File: src/rtl/pipe_pkg.sv
// Shared encodings and widths for the pipeline hazard controller.
package pipe_pkg;

   localparam int REG_W  = 5;
   localparam int ADDR_W = 64;
   localparam int CNT_W  = 16;

   localparam logic [CNT_W-1:0] CNT_MAX = '1;

   // Encoding 3 is unused and is decoded as RUN wherever state is interpreted.
   typedef enum logic [1:0] {
      ST_RUN      = 2'd0,
      ST_MEM_WAIT = 2'd1,
      ST_FLUSH    = 2'd2
   } state_e;

   function automatic logic [CNT_W-1:0] sat_inc(input logic [CNT_W-1:0] v);
      return (v == CNT_MAX) ? v : v + CNT_W'(1);
   endfunction

endpackage

File: src/rtl/hazard_ctrl_if.sv
// Pipeline-status inputs and pipeline-register control outputs of the hazard controller.
interface hazard_ctrl_if;
   import pipe_pkg::*;

   logic              idex_mem_read;
   logic [REG_W-1:0]  idex_rd;
   logic              idex_valid;
   logic [REG_W-1:0]  ifid_rs1;
   logic [REG_W-1:0]  ifid_rs2;
   logic              ifid_use_rs1;
   logic              ifid_use_rs2;
   logic              ifid_valid;
   logic              ex_branch_taken;
   logic [ADDR_W-1:0] ex_target;
   logic              dmem_busy;

   logic              pc_write;
   logic              pc_sel;
   logic [ADDR_W-1:0] pc_target;
   logic              ifid_write;
   logic              ifid_flush;
   logic              idex_write;
   logic              idex_bubble;
   logic              exmem_write;

   modport master (
      input  idex_mem_read, idex_rd, idex_valid,
      input  ifid_rs1, ifid_rs2, ifid_use_rs1, ifid_use_rs2, ifid_valid,
      input  ex_branch_taken, ex_target, dmem_busy,
      output pc_write, pc_sel, pc_target, ifid_write, ifid_flush,
      output idex_write, idex_bubble, exmem_write
   );

   modport slave (
      output idex_mem_read, idex_rd, idex_valid,
      output ifid_rs1, ifid_rs2, ifid_use_rs1, ifid_use_rs2, ifid_valid,
      output ex_branch_taken, ex_target, dmem_busy,
      input  pc_write, pc_sel, pc_target, ifid_write, ifid_flush,
      input  idex_write, idex_bubble, exmem_write
   );

endinterface

File: src/rtl/lu_detect.sv
// Load-use compare: a load in EX whose destination is read by the instruction in ID.
module lu_detect
   import pipe_pkg::*;
(
   input  logic             idex_valid_i,
   input  logic             idex_mem_read_i,
   input  logic [REG_W-1:0] idex_rd_i,
   input  logic             ifid_valid_i,
   input  logic [REG_W-1:0] ifid_rs1_i,
   input  logic [REG_W-1:0] ifid_rs2_i,
   input  logic             ifid_use_rs1_i,
   input  logic             ifid_use_rs2_i,
   output logic             lu_o
);

   logic rs1_hit;
   logic rs2_hit;

   assign rs1_hit = ifid_use_rs1_i & (ifid_rs1_i == idex_rd_i);
   assign rs2_hit = ifid_use_rs2_i & (ifid_rs2_i == idex_rd_i);

   // x0 is hardwired zero, so a load targeting it never creates a dependency.
   assign lu_o = idex_valid_i & idex_mem_read_i & (idex_rd_i != '0) &
                 ifid_valid_i & (rs1_hit | rs2_hit);

endmodule

File: src/rtl/hazard_ctrl.sv
// Pipeline hazard controller: memory-wait stall, taken-branch flush, load-use bubble,
// plus saturating stall/flush event counters.
module hazard_ctrl
   import pipe_pkg::*;
(
   input  logic             clk,
   input  logic             reset,
   hazard_ctrl_if.master    hz,
   output logic [1:0]       state,
   output logic [CNT_W-1:0] stall_cnt,
   output logic [CNT_W-1:0] flush_cnt
);

   state_e           state_q, state_d, state_eff;
   logic [CNT_W-1:0] stall_q, stall_d;
   logic [CNT_W-1:0] flush_q, flush_d;
   logic             lu_raw;
   logic             ev_busy, ev_branch, ev_lu;

   lu_detect u_lu_detect (
      .idex_valid_i    (hz.idex_valid),
      .idex_mem_read_i (hz.idex_mem_read),
      .idex_rd_i       (hz.idex_rd),
      .ifid_valid_i    (hz.ifid_valid),
      .ifid_rs1_i      (hz.ifid_rs1),
      .ifid_rs2_i      (hz.ifid_rs2),
      .ifid_use_rs1_i  (hz.ifid_use_rs1),
      .ifid_use_rs2_i  (hz.ifid_use_rs2),
      .lu_o            (lu_raw)
   );

   always_comb begin
      state_eff = ST_RUN;
      case (state_q)
         ST_MEM_WAIT: state_eff = ST_MEM_WAIT;
         ST_FLUSH:    state_eff = ST_FLUSH;
         default:     state_eff = ST_RUN;
      endcase
   end

   // In FLUSH both EX and ID hold bubbles, so branch and load-use are meaningless.
   // MEM_WAIT with memory ready is indistinguishable from RUN.
   assign ev_busy   = hz.dmem_busy;
   assign ev_branch = ~hz.dmem_busy & hz.ex_branch_taken & (state_eff != ST_FLUSH);
   assign ev_lu     = ~hz.dmem_busy & ~hz.ex_branch_taken & lu_raw & (state_eff != ST_FLUSH);

   always_ff @(posedge clk or negedge reset) begin
      if (!reset) begin
         state_q <= ST_RUN;
         stall_q <= '0;
         flush_q <= '0;
      end else begin
         state_q <= state_d;
         stall_q <= stall_d;
         flush_q <= flush_d;
      end
   end

   always_comb begin
      state_d = ST_RUN;
      if (ev_busy) begin
         state_d = ST_MEM_WAIT;
      end else if (ev_branch) begin
         state_d = ST_FLUSH;
      end
      stall_d = hz.pc_write   ? stall_q : sat_inc(stall_q);
      flush_d = hz.ifid_flush ? sat_inc(flush_q) : flush_q;
   end

   always_comb begin
      hz.pc_write    = 1'b1;
      hz.pc_sel      = 1'b0;
      hz.pc_target   = hz.ex_target;
      hz.ifid_write  = 1'b1;
      hz.ifid_flush  = 1'b0;
      hz.idex_write  = 1'b1;
      hz.idex_bubble = 1'b0;
      hz.exmem_write = 1'b1;
      // While in reset keep registers loading, but load a bubble so no X reaches EX.
      if (!reset) begin
         hz.idex_bubble = 1'b1;
      end else if (ev_busy) begin
         hz.pc_write    = 1'b0;
         hz.ifid_write  = 1'b0;
         hz.idex_write  = 1'b0;
         hz.exmem_write = 1'b0;
      end else if (ev_branch) begin
         hz.pc_sel      = 1'b1;
         hz.ifid_flush  = 1'b1;
         hz.idex_bubble = 1'b1;
      end else if (ev_lu) begin
         hz.pc_write    = 1'b0;
         hz.ifid_write  = 1'b0;
         hz.idex_bubble = 1'b1;
      end
   end

   assign state     = state_q;
   assign stall_cnt = stall_q;
   assign flush_cnt = flush_q;

endmodule

File: src/flat_wrapper.sv
// flat-port wrapper written by rule: the top's interface ports become plain ports
module hazard_ctrl_flat import pipe_pkg::*;
  (clk, reset, state, stall_cnt, flush_cnt, hz_idex_mem_read, hz_idex_rd, hz_idex_valid, hz_ifid_rs1, hz_ifid_rs2, hz_ifid_use_rs1, hz_ifid_use_rs2, hz_ifid_valid, hz_ex_branch_taken, hz_ex_target, hz_dmem_busy, hz_pc_write, hz_pc_sel, hz_pc_target, hz_ifid_write, hz_ifid_flush, hz_idex_write, hz_idex_bubble, hz_exmem_write);
  hazard_ctrl_if hz_i ();
  input  logic clk;
  input  logic reset;
  output logic [1:0] state;
  output logic [CNT_W-1:0] stall_cnt;
  output logic [CNT_W-1:0] flush_cnt;
  input wire logic [$bits(hz_i.idex_mem_read)-1:0] hz_idex_mem_read;
  input wire logic [$bits(hz_i.idex_rd)-1:0] hz_idex_rd;
  input wire logic [$bits(hz_i.idex_valid)-1:0] hz_idex_valid;
  input wire logic [$bits(hz_i.ifid_rs1)-1:0] hz_ifid_rs1;
  input wire logic [$bits(hz_i.ifid_rs2)-1:0] hz_ifid_rs2;
  input wire logic [$bits(hz_i.ifid_use_rs1)-1:0] hz_ifid_use_rs1;
  input wire logic [$bits(hz_i.ifid_use_rs2)-1:0] hz_ifid_use_rs2;
  input wire logic [$bits(hz_i.ifid_valid)-1:0] hz_ifid_valid;
  input wire logic [$bits(hz_i.ex_branch_taken)-1:0] hz_ex_branch_taken;
  input wire logic [$bits(hz_i.ex_target)-1:0] hz_ex_target;
  input wire logic [$bits(hz_i.dmem_busy)-1:0] hz_dmem_busy;
  output wire logic [$bits(hz_i.pc_write)-1:0] hz_pc_write;
  output wire logic [$bits(hz_i.pc_sel)-1:0] hz_pc_sel;
  output wire logic [$bits(hz_i.pc_target)-1:0] hz_pc_target;
  output wire logic [$bits(hz_i.ifid_write)-1:0] hz_ifid_write;
  output wire logic [$bits(hz_i.ifid_flush)-1:0] hz_ifid_flush;
  output wire logic [$bits(hz_i.idex_write)-1:0] hz_idex_write;
  output wire logic [$bits(hz_i.idex_bubble)-1:0] hz_idex_bubble;
  output wire logic [$bits(hz_i.exmem_write)-1:0] hz_exmem_write;
  assign hz_i.idex_mem_read = hz_idex_mem_read;
  assign hz_i.idex_rd = hz_idex_rd;
  assign hz_i.idex_valid = hz_idex_valid;
  assign hz_i.ifid_rs1 = hz_ifid_rs1;
  assign hz_i.ifid_rs2 = hz_ifid_rs2;
  assign hz_i.ifid_use_rs1 = hz_ifid_use_rs1;
  assign hz_i.ifid_use_rs2 = hz_ifid_use_rs2;
  assign hz_i.ifid_valid = hz_ifid_valid;
  assign hz_i.ex_branch_taken = hz_ex_branch_taken;
  assign hz_i.ex_target = hz_ex_target;
  assign hz_i.dmem_busy = hz_dmem_busy;
  assign hz_pc_write = hz_i.pc_write;
  assign hz_pc_sel = hz_i.pc_sel;
  assign hz_pc_target = hz_i.pc_target;
  assign hz_ifid_write = hz_i.ifid_write;
  assign hz_ifid_flush = hz_i.ifid_flush;
  assign hz_idex_write = hz_i.idex_write;
  assign hz_idex_bubble = hz_i.idex_bubble;
  assign hz_exmem_write = hz_i.exmem_write;
  hazard_ctrl u_core (.clk(clk), .reset(reset), .hz(hz_i), .state(state), .stall_cnt(stall_cnt), .flush_cnt(flush_cnt));
endmodule
File: config.mk
export PLATFORM = sky130hd
export DESIGN_NAME = hazard_ctrl_flat
export DESIGN_NICKNAME = d
export VERILOG_FILES = /design/src/rtl/pipe_pkg.sv /design/src/rtl/hazard_ctrl_if.sv /design/src/rtl/lu_detect.sv /design/src/rtl/hazard_ctrl.sv /design/src/flat_wrapper.sv
export SDC_FILE = /design/constraint.sdc
export NUM_CORES = 1
export LEC_CHECK = 0
export BUFFER_PORTS_ARGS = -buffer_cell sky130_fd_sc_hd__buf_2
export CAP_MARGIN = 20
export CORE_AREA = 5 5 80 82
export DETAILED_ROUTE_END_ITERATION = 10
export DIE_AREA = 0 0 85 87
export PLACE_DENSITY = 0.91
export REMOVE_ABC_BUFFERS = 1
export SKIP_CTS_REPAIR_TIMING = 1
export SLEW_MARGIN = 10
export SYNTH_ARGS = -nofsm -noshare
export SYNTH_HDL_FRONTEND = slang
export SYNTH_SLANG_ARGS = --single-unit
File: constraint.sdc
create_clock -name clk -period 5.4 [get_ports clk]
set_input_delay 0.54 -clock clk [delete_from_list [all_inputs] [get_ports clk]]
set_output_delay 0.54 -clock clk [all_outputs]
set_load 0.005 [all_outputs]
==> results.cfg <==
[layout]
mostFrequentLayoutCell = buf_2
drive_gt1_share_pct = 33.61
fillCellCount = 578
layout_common_cells = 64 x buf_2, 34 x dfrtp_1, 23 x nand2_1
area_growth_pct = -0.6555
diodes = 0
nets = 332

[die]
fp.coreArea_sq_um = 5675
fp.dieH_microns = 87
ioPinCount = 193
rows = 28
dieArea_sq_um = 7395
initial_utilization_pct = 40.37
die_width_microns = 85

[setup_path]
crit_type = in -> out
cp_top_family = simple AND/OR/NAND/NOR gates
endpoint_kind = output pin
cp-start-kind = input pin
max_stage_delay_ps = 520
r2r_end = u_core.stall_cnt[1]
cp_max_fo = 16
crit_chain = buf_2 > or4_1 > nor2_1 > nor3_2 > a21oi_4 > nand2b_1 > buf_2
regToRegSetupSlack_ps = 3360
path_buf_inv = 2
critPathRequiredTime_ps = 4860
crit_top_cell = buf_2
slowest_stage = or4_1
rr_startpoint = u_core.stall_cnt[0]
worstPathArrival_ps = 2180
r2r_cells = 7

[sta]
timing.hold.ws_ps = 321.3
timing.final.crit_share_pct = 50.44
relSlewSlack_pct = 61.44
tightest_slew_ps = 573.6
timing.fmax_mhz = 367.1
fin_tns_setup_ps = 0
hold_violations = 0
slew_violations = 0
fin_crit_ps = 2724
setup_viol = 0
rsz0062_at_grt = false
fin_skew_ps = 1.840

[clock_tree]
cts_tree = built
insertion_delay_ps = 280
clk_pin_slew_worst_paths_ps = 60
clkSinkCount = 34
h-tree-depth = 2
cts-root-buf = clkbuf_8
cts_buffer_depth = 2
cts_buffers = 5

[detailed_routing]
top_layer_used = met4
drt-initial-drc-count = 54
ant_nets = 0
first_pass_iters = 6
wl_per_cell_microns = 30.51
drc_errors = 0
wirelength_microns = 9642
met2_length_microns = 4096
viasPerCell = 5.291
wl_met3_microns = 2436
wl_met1_microns = 3014
vias = 1672

[global_routing]
overflow = 0
grt_usage_pct = 25.74
grt_pass1_wl_microns = 12920
grt_pass1_vias = 1682
grt_max_degree = 47
antenna_found_initial = 0

[hold_path]
hold_path.class = in -> async

[pwr]
p_per_area_nw_per_um2 = 294.3
p_seq_share_pct = 51.4
p_sw_uw = 203.2
switching_share_pct = 30.33
ir_worst_vdd_mv = 0.2149
cellInternalPower_uw = 466.7
combPwrFrac_pct = 21.4
leakage_nw = 1.154
p_clk_share_pct = 27.1

[yosys]
ys_warn_count = 0
ys_seq_area_share_pct = 37.14
synthCells = 239
netlist_area_sq_um = 2291
async_flop_share_pct = 100.0
synth-seq-cells = 34
synth_cell_types = 35
synth_edf_count = 0
synth_ff_type = dfrtp_1
synth.avg_cell_area_sq_um = 9.586

[placed_design]
gp_congestion = 0.9605
portBuffers = 64
place.detailed.hpwl_microns = 8337

[outcome]
status = finished, final reports clean

[flow_run]
maxCapViolations = 0
worst max-delay path by stage:
stage	from	to	cells after the start	slack [ps]
floorplan	hz_idex_rd[1]	hz_ifid_write	5	3140
global placement	hz_idex_rd[1]	hz_ifid_write	7	2690
detailed placement	hz_idex_rd[1]	hz_ifid_write	7	2670
CTS	hz_idex_rd[1]	hz_ifid_write	7	2660
global route	hz_idex_rd[1]	hz_ifid_write	7	2540
finish	hz_idex_rd[1]	hz_ifid_write	7	2680
metal layers:
layer | track usage (%) | vias up
li1 | - | 738
met1 | 23.87 | 757
met2 | 37.71 | 167
met3 | 29.61 | 10
met4 | 4.748 | 0
met5 | 2.797 | -
power groups by stage:
stage / Clock [mW] / Combinational [mW] / Sequential, mW
floorplan: 0 / 0.0709 / 0.341
global placement: 0 / 0.139 / 0.344
detailed placement: 0 / 0.145 / 0.347
CTS: 0.189 / 0.146 / 0.343
global route: 0.196 / 0.160 / 0.352
finish: 0.182 / 0.143 / 0.345
synthesized netlist by cell type (all sizes together), types with 4 or more instances:
cell type   n  area [sq um]
and3        4         25.02
and4        5         45.04
buf        69         519.2
dfrtp      34         850.8
nand2      23         86.33
nand2b      4         25.02
nand3      10         50.05
nand4      10         62.56
nor2       11         43.80
nor3        6         35.03
nor3b       4         35.03
nor4        4         31.28
xnor2      22         192.7
xor2       17         148.9
state kept, by name, summed over array words and instances, names as in the netlist:
name,flops
u_core.stall_cnt,16
u_core.flush_cnt,16
u_core.state,2
layout make-up:
cell class | count | area, sq um | area share [%]
repair buffers | 65 | 327.8 | 14.40
multi-input cells | 135 | 917.1 | 40.30
well taps | 75 | 93.84 | 4.123
flip-flops and latches | 34 | 850.8 | 37.38
clock buffers | 6 | 82.58 | 3.628
inverters | 1 | 3.754 | 0.1649
per-stage QoR:
stage / util (%) / power (mW) / setup slack, ps / std cells / instance area, sq um
global route: 40.10 / 0.7081 / 2541 / 316 / 2276
global placement: 38.65 / 0.4835 / 2686 / 310 / 2193
CTS: 40.10 / 0.6776 / 2660 / 316 / 2276
finish: 40.10 / 0.6699 / 2676 / 316 / 2276
detailed placement: 38.65 / 0.4925 / 2665 / 310 / 2193
floorplan: - / 0.4121 / 3138 / 170 / 1772
cells by family (layout without fill, tap and decap cells):
family | Yosys count | count (layout) | share of synthesized area, %
adders and majority gates | 2 | 2 | 1.092
xor gates and xnor gates | 39 | 39 | 14.91
and+or+nand+nor | 86 | 86 | 20.81
DFF | 34 | 34 | 37.14
muxes | 1 | 1 | 0.6552
buffers and inverters | 70 | 72 | 22.83
AOI/OAI and AO/OA | 7 | 7 | 2.567
worst reg2reg max path: cells and delay by family (launching register included):
kind                       cells  cell delay [ps]
and+or+nand+nor                5              960
muxes                          1              310
DFF                            1              420
adders and majority gates      1              240
No activity file was read; power rests on OpenSTA's default activity.
